### config.mk
export PLATFORM = sky130hd
export DESIGN_NAME = dmem_lsu
export DESIGN_NICKNAME = d
export VERILOG_FILES = /design/src/rtl/dmem_lsu.sv
export SDC_FILE = /design/constraint.sdc
export NUM_CORES = 1
export LEC_CHECK = 0
export ABC_CLOCK_PERIOD_IN_PS = 3300
export BUFFER_PORTS_ARGS = -buffer_cell sky130_fd_sc_hd__buf_2
export CAP_MARGIN = 10
export CORE_MARGIN = 4
export CORE_UTILIZATION = 35
export DETAILED_ROUTE_END_ITERATION = 8
export GPL_TIMING_DRIVEN = 0
export PLACE_DENSITY = 0.62
export SETUP_SLACK_MARGIN = 0.15
export SKIP_CTS_REPAIR_TIMING = 1
export SKIP_LAST_GASP = 1
export SLEW_MARGIN = 25
export SYNTH_ARGS = -nofsm -noshare
export SYNTH_HDL_FRONTEND = slang
export SYNTH_SLANG_ARGS = --single-unit
### constraint.sdc
create_clock -name clk -period 3.3 [get_ports clk]
set_input_delay 0.33 -clock clk [delete_from_list [all_inputs] [get_ports clk]]
set_output_delay 0.33 -clock clk [all_outputs]
set_load 0.005 [all_outputs]
### src/rtl/dmem_lsu.sv
// dmem_lsu: load/store unit between the execute stage and a 16-bit,
// word-addressed data memory with a one-cycle synchronous read.
//
// Byte-addressed requests are translated to word accesses. Byte loads are
// zero- or sign-extended. Byte stores use a read-modify-write of the
// containing word. Misaligned word accesses return an error and never touch
// memory. Every accepted request produces exactly one response pulse.
//
// Ports:
//   clk, rst           clock, asynchronous active-high reset
//   clk_en             global enable; no state changes while low
//   req_valid/ready    request handshake (ready only in IDLE)
//   req_we, req_byte   store / byte-access qualifiers
//   req_signed         sign-extend byte loads
//   req_addr           byte address (ADDR_WIDTH+1 bits)
//   req_wdata          store data (byte stores use [7:0])
//   resp_valid         one-cycle response pulse
//   resp_rdata         load result (0 for stores and errors)
//   resp_err           misaligned word access
//   mem_raddr          memory read address
//   mem_waddr/wdata/we memory write port
//   mem_rdata          memory read data, valid one cycle after mem_raddr
module dmem_lsu #(
  parameter int ADDR_WIDTH = 15
) (
  input  logic                  clk,
  input  logic                  rst,
  input  logic                  clk_en,
  input  logic                  req_valid,
  output logic                  req_ready,
  input  logic                  req_we,
  input  logic                  req_byte,
  input  logic                  req_signed,
  input  logic [ADDR_WIDTH:0]   req_addr,
  input  logic [15:0]           req_wdata,
  output logic                  resp_valid,
  output logic [15:0]           resp_rdata,
  output logic                  resp_err,
  output logic [ADDR_WIDTH-1:0] mem_raddr,
  output logic [ADDR_WIDTH-1:0] mem_waddr,
  output logic [15:0]           mem_wdata,
  output logic                  mem_we,
  input  logic [15:0]           mem_rdata
);

  typedef enum logic [1:0] {IDLE, LOAD, RMW} state_t;

  state_t                  state;
  logic [ADDR_WIDTH-1:0]   wa_p1;
  logic [ADDR_WIDTH-1:0]   raddr_p1;
  logic                    lane_p1;
  logic                    sgn_p1;
  logic                    byte_p1;
  logic [7:0]              data_p1;

  logic                    accept;
  logic                    misaligned;
  logic                    word_store;
  logic                    rmw_write;
  logic [ADDR_WIDTH-1:0]   req_wa;

  // Pick the addressed lane of a word and extend it to 16 bits.
  function automatic logic [15:0] format_load(input logic [15:0] word,
                                              input logic        is_byte,
                                              input logic        lane,
                                              input logic        sext);
    logic signed [7:0]  lane_s;
    logic signed [15:0] ext_s;
    lane_s = lane ? word[15:8] : word[7:0];
    ext_s  = 16'(lane_s);
    if (!is_byte)
      return word;
    else if (sext)
      return ext_s;
    else
      return {8'h00, lane_s};
  endfunction

  // Replace one byte lane of a word with new store data.
  function automatic logic [15:0] merge_byte(input logic [15:0] word,
                                             input logic        lane,
                                             input logic [7:0]  data);
    return lane ? {data, word[7:0]} : {word[15:8], data};
  endfunction

  assign req_ready  = (state == IDLE);
  assign accept     = req_valid & req_ready & clk_en;
  assign req_wa     = req_addr[ADDR_WIDTH:1];
  assign misaligned = ~req_byte & req_addr[0];
  assign word_store = accept & req_we & ~req_byte & ~req_addr[0];
  assign rmw_write  = (state == RMW) & clk_en;

  // Write port is combinational so word stores complete in their accept
  // cycle; rst gates it so a reset landing mid-RMW cannot corrupt memory.
  assign mem_we    = ~rst & (word_store | rmw_write);
  assign mem_waddr = (state == RMW) ? wa_p1 : req_wa;
  assign mem_wdata = (state == RMW) ? merge_byte(mem_rdata, lane_p1, data_p1)
                                    : req_wdata;
  // Read address follows the request on accept, otherwise holds.
  assign mem_raddr = accept ? req_wa : raddr_p1;

  always_ff @(posedge clk or posedge rst) begin
    if (rst) begin
      state      <= IDLE;
      resp_valid <= 1'b0;
      resp_rdata <= '0;
      resp_err   <= 1'b0;
      wa_p1      <= '0;
      raddr_p1   <= '0;
      lane_p1    <= 1'b0;
      sgn_p1     <= 1'b0;
      byte_p1    <= 1'b0;
      data_p1    <= '0;
    end else if (clk_en) begin
      resp_valid <= 1'b0;
      case (state)
        // Stage p0 -> p1: accept request, latch it for two-cycle operations
        IDLE: begin
          if (req_valid) begin
            raddr_p1 <= req_wa;
            if (misaligned) begin
              resp_valid <= 1'b1;
              resp_err   <= 1'b1;
              resp_rdata <= '0;
            end else if (req_we && !req_byte) begin
              resp_valid <= 1'b1;
              resp_err   <= 1'b0;
              resp_rdata <= '0;
            end else begin
              wa_p1   <= req_wa;
              lane_p1 <= req_addr[0];
              sgn_p1  <= req_signed;
              byte_p1 <= req_byte;
              data_p1 <= req_wdata[7:0];
              state   <= req_we ? RMW : LOAD;
            end
          end
        end
        // Stage p1 -> p2: memory data available, format and respond
        LOAD: begin
          resp_valid <= 1'b1;
          resp_err   <= 1'b0;
          resp_rdata <= format_load(mem_rdata, byte_p1, lane_p1, sgn_p1);
          state      <= IDLE;
        end
        RMW: begin
          resp_valid <= 1'b1;
          resp_err   <= 1'b0;
          resp_rdata <= '0;
          state      <= IDLE;
        end
        default: state <= IDLE;
      endcase
    end
  end

endmodule

# Yosys cells after proc, flatten, opt, wreduce, memory -nomap -nowiden
# Cells that the tools add are included.
[op_classes] bitwise=14 mux=24 n_eq_ne=6 n_reduce_logical=11
[op_table] op="16-bit 2-to-1 mux" n=7
[op_table] op="16-bit one-hot mux with 3 select lines" n=1
[op_table] op="15-bit 2-to-1 mux" n=2
[op_table] op="4-bit AND reduction" n=3
[op_table] op="2-bit 2-to-1 mux" n=5
[op_table] op="1-bit bitwise AND" n=8
[op_table] op="8-bit 2-to-1 mux" n=1
[op_table] op="1-bit 2-to-1 mux" n=6
[op_table] op="2-bit != test, second input constant" n=3
[op_table] op="1-bit inverter" n=5
[op_table] op="5-bit AND reduction" n=1
[op_table] op="1-bit one-hot mux with 2 select lines" n=2
[op_table] op="3-bit by 1-bit != test with 1-bit output, second input constant" n=1
[op_table] op="3-bit AND reduction" n=1
[op_table] op="3-bit nonzero test" n=1
[op_table] op="2-bit by 1-bit equality test with 1-bit output, second input constant" n=1
[op_table] op="2-bit equality test, second input constant" n=1
[op_table] op="2-bit logical NOT" n=1
[op_table] op="2-bit nonzero test" n=1
[op_table] op="2-bit OR reduction" n=1
[op_table] op="1-bit logical AND" n=1
[op_table] op="1-bit logical NOT" n=1
[op_table] op="1-bit bitwise OR" n=1
[word_totals] out_inout_bits=66 regBits=61 input_bits=55 elab_cells=65

# Logic depth before layout (Yosys ltp)
[logic_depth] depth_word=8 depth_mapped=8 depth_no_buf=5

# Worst setup path before layout
# No wires, ideal clock.
[synth_path] path_type="flip-flop to output port" start="reg state[0]" end="out mem_raddr[10]" stages_incl_launch_ff=8 t_required_ns=2.970 slack_ns=1.478 arrival_time_ns=1.492 n_path_buf=2 path_cell_list="dfrtp_1 inv_1 ha_1 and3_1 buf_6 clkbuf_1 nand2_1 nand2_1"
[synth_via] elab_chain_len=4
[synth_lines] element="start, declared" line="48" rtl="state_t state;"
[synth_lines] element="start signal, assigned" line="135" rtl="state <= req_we ? RMW : LOAD;"
[synth_lines] element="2-bit logical NOT" line="86" rtl="assign req_ready = (state == IDLE);"
[synth_lines] element="named net req_ready" line="30" rtl="output logic req_ready,"
[synth_lines] element="1-bit bitwise AND (2 in series)" line="87" rtl="assign accept = req_valid & req_ready & clk_en;"
[synth_lines] element="15-bit 2-to-1 mux" line="100" rtl="assign mem_raddr = accept ? req_wa : raddr_p1;"
[synth_lines] element="end, declared" line="39" rtl="output logic [ADDR_WIDTH-1:0] mem_raddr,"
# The timed path passes the listed nets, and every way through them passes these cells.

# Worst setup path in the final report
[layout_path] start="reg state[0]" end="out mem_wdata[5]"
[layout_via] elab_chain_len=2
[layout_lines] element="2-bit equality test" line="97" rtl="assign mem_wdata = (state == RMW) ? merge_byte(mem_rdata, lane_p1, data_p1)"
[layout_lines] element="16-bit 2-to-1 mux" line="97"
[layout_lines] element="end, declared" line="41" rtl="output logic [15:0] mem_wdata,"
# Every way passes these cells.

==> impl_metrics.tcl <==
set metrics [dict create \
    status "finished with violations" \
    violations "hold timing" \
    avgViaCountPerCell 4.817 \
    fmax_ghz 0.3627 \
    first_pass_iters 4 \
    io-pin-count 121 \
    clock-root-buffer "clkbuf_8" \
    finClkSkew_ps 10.56 \
    fin_nets 515 \
    drive_above_1_share_pct 42.61 \
    dieHeight_microns 105.7 \
    rsz0062_at_grt "no" \
    area_delta_synth_final_pct 30.70 \
    slew_headroom_pct 55.52 \
    period_minus_slack_ps 2757 \
    slew_violations 0 \
    portBuffers 120 \
    max_cap_violations 0 \
    netlist_area_sq_um 3338 \
    grt_use_total_pct 16.66 \
    grt_pass1_vias 2942 \
    cts-htree-levels 3 \
    avgSynthCellArea_sq_um 10.33 \
    endpoint_kind "output port" \
    vias 2837 \
    ir_worst_vdd_mv 0.2928 \
    cp-start-kind "register" \
    setup_viol 0 \
    synth_warnings 0 \
    fin_crit_sh_pct 83.55 \
    syn_inst 323 \
    initial_core_util_pct 35.96 \
    synth_edf_count 0 \
    synth_top_area_share_pct 45.73 \
    n_antenna_cell 0 \
    grt_overflow 0 \
    yosys.area_share.simple_pct 12.89 \
    grt_first_pass_wirelength_mm 14.74 \
    gp_congestion 0.7979 \
    synth_compound_area_share_pct 11.99 \
    fp.dieW_microns 105.7 \
    dieArea_sq_um 11160 \
    critPathKind "reg2out" \
    p_leak_nw 2.313 \
    worstPathRequired_ps 2970 \
    arrival_ps 2430 \
    post_synth_main_area_contributors "dfrtp_1 (46%), mux2_2 (9.8%), mux2_4 (8.1%), nand2_1 (8.0%), mux2i_1 (5.1%)" \
    ys_seq_area_share_pct 45.73 \
    core_area_sq_um 9284 \
    rows 35 \
    stdcell_area_sq_um 4363 \
    hold_viol 2 \
    drc 0 \
    synthMuxAreaShare_pct 22.98 \
    synth_adder_area_share_pct 1.874 \
    holdWs_ps -3.137 \
    dp_hpwl_mm 6.977 \
    placed_area_sq_um 4123 \
    layout_common_cells "buf_2 (121), nand2_1 (71), dfrtp_1 (61)" \
    final_common_cell "buf_2" \
    synth_top_area_cell "dfrtp_1" \
    grt_max_degree 33 \
    synth.distinct_cells 35 \
    wire_per_inst_microns 15.59 \
    drt_iter0_markers 107 \
    numCtsBuffers 9 \
    antenna_found_initial 1 \
    cts_tree "done" \
    clkTransAtPathRegs_ps 70 \
    syn_nets 383 \
    wl_mm 9.182 \
    worstMarginPinSlew_ps 667.2 \
    synth_ff_type "dfrtp_1" \
    clk_latency_ps 330 \
    crit_path_max_fanout 10 \
    tns_ps 0 \
    cts_buffer_depth 2 \
    async_reset_ff_share_pct 100.0 \
    hp-class "in2async" \
    powerDensity_nw_per_um2 728.9 \
    synthXorXnorAreaFrac_pct 0 \
    synth_top_family_by_area "multiplexers" \
    ant_nets 0 \
    clock-sinks 61 \
    ys_ff_latch 61 \
]
==> registers in the layout (all words and copies together) (netlist names) <==
signal / cells
lane_p1: 1
wa_p1: 15
byte_p1: 1
resp_valid: 1
state: 2
resp_err: 1
sgn_p1: 1
data_p1: 8
raddr_p1: 15
resp_rdata: 16
==> power by group <==
group | total [W] | switching (W) | internal (W)
clock | 0.000817 | 0.000295 | 0.000522
sequential | 0.00115 | 0.000134 | 0.00101
combinational | 0.00122 | 0.000597 | 0.000620
total | 0.00318 | 0.00103 | 0.00215
==> through the flow <==
step	util [%]	total power, W	cells	hold WS (ps)	setup WS, ps
finish	46.99	0.003180	589	-3.137	542.9
global route	46.99	0.003403	589	18.75	357.6
CTS	46.99	0.003220	589	-4.490	507.4
detailed placement	44.41	0.002390	573	362.3	902.7
global placement	44.16	0.002354	572	454.2	553.6
floorplan	-	0.001937	323	412.5	1457
==> metal layers <==
layer  share of wire (%)  GRT usage, %
met1                  42         19.66
met2                  50         28.96
met3                 6.3         4.715
met4                 1.5         5.735
met5                0.14             0
==> Yosys cell counts, types with 2 or more instances <==
cell type / number
nand2_1: 71
dfrtp_1: 61
mux2_2: 29
o21ai_0: 27
nor2_1: 25
mux2_4: 18
a21oi_1: 17
mux2i_1: 17
clkbuf_1: 10
inv_1: 7
o31ai_1: 6
buf_6: 5
ha_1: 5
nand2b_1: 3
o31ai_4: 2
==> layout make-up <==
type,count,area [sq um]
clock buffer,12,145.1
fill,958,4921
timing repair buffer,121,620.6
buffer,19,125.1
inverter,7,28.78
clock inverter,4,95.09
tap,129,161.4
multi-input combinational,236,1660
sequential,61,1526
==> critical path, cell delays in order, from the launching register on <==
cell	delay, ps
dfrtp_1	430
inv_1	110
ha_1	190
clkbuf_1	500
clkbuf_1	440
nor2_1	80
a21oi_1	200
buf_2	160
==> logic make-up (layout without fill, tap and decap cells) <==
| group | Yosys count | after routing |
|---|---|---|
| and+or+nand+nor | 106 | 106 |
| adders and majority gates | 5 | 5 |
| DFF | 61 | 61 |
| muxes | 64 | 64 |
| AOI/OAI and AO/OA | 61 | 61 |
| buffers and inverters | 26 | 163 |
==> path summary, 6_finish.rpt <==
path / start / endpoint / slack (ps) / depth (start not counted)
setup / recovery: state[0] / mem_wdata[5] / 540 / 7
hold / removal: rst / raddr_p1[2] / -3 / 2
setup reg to reg: state[0] / data_p1[1] / 1310 / 8
hold reg to reg: raddr_p1[4] / raddr_p1[4] / 470 / 2
max in group asynchronous: rst / sgn_p1 / 2800 / 3
min in group clk: req_signed / sgn_p1 / 230 / 2
No activity file was read; power rests on OpenSTA's default activity.
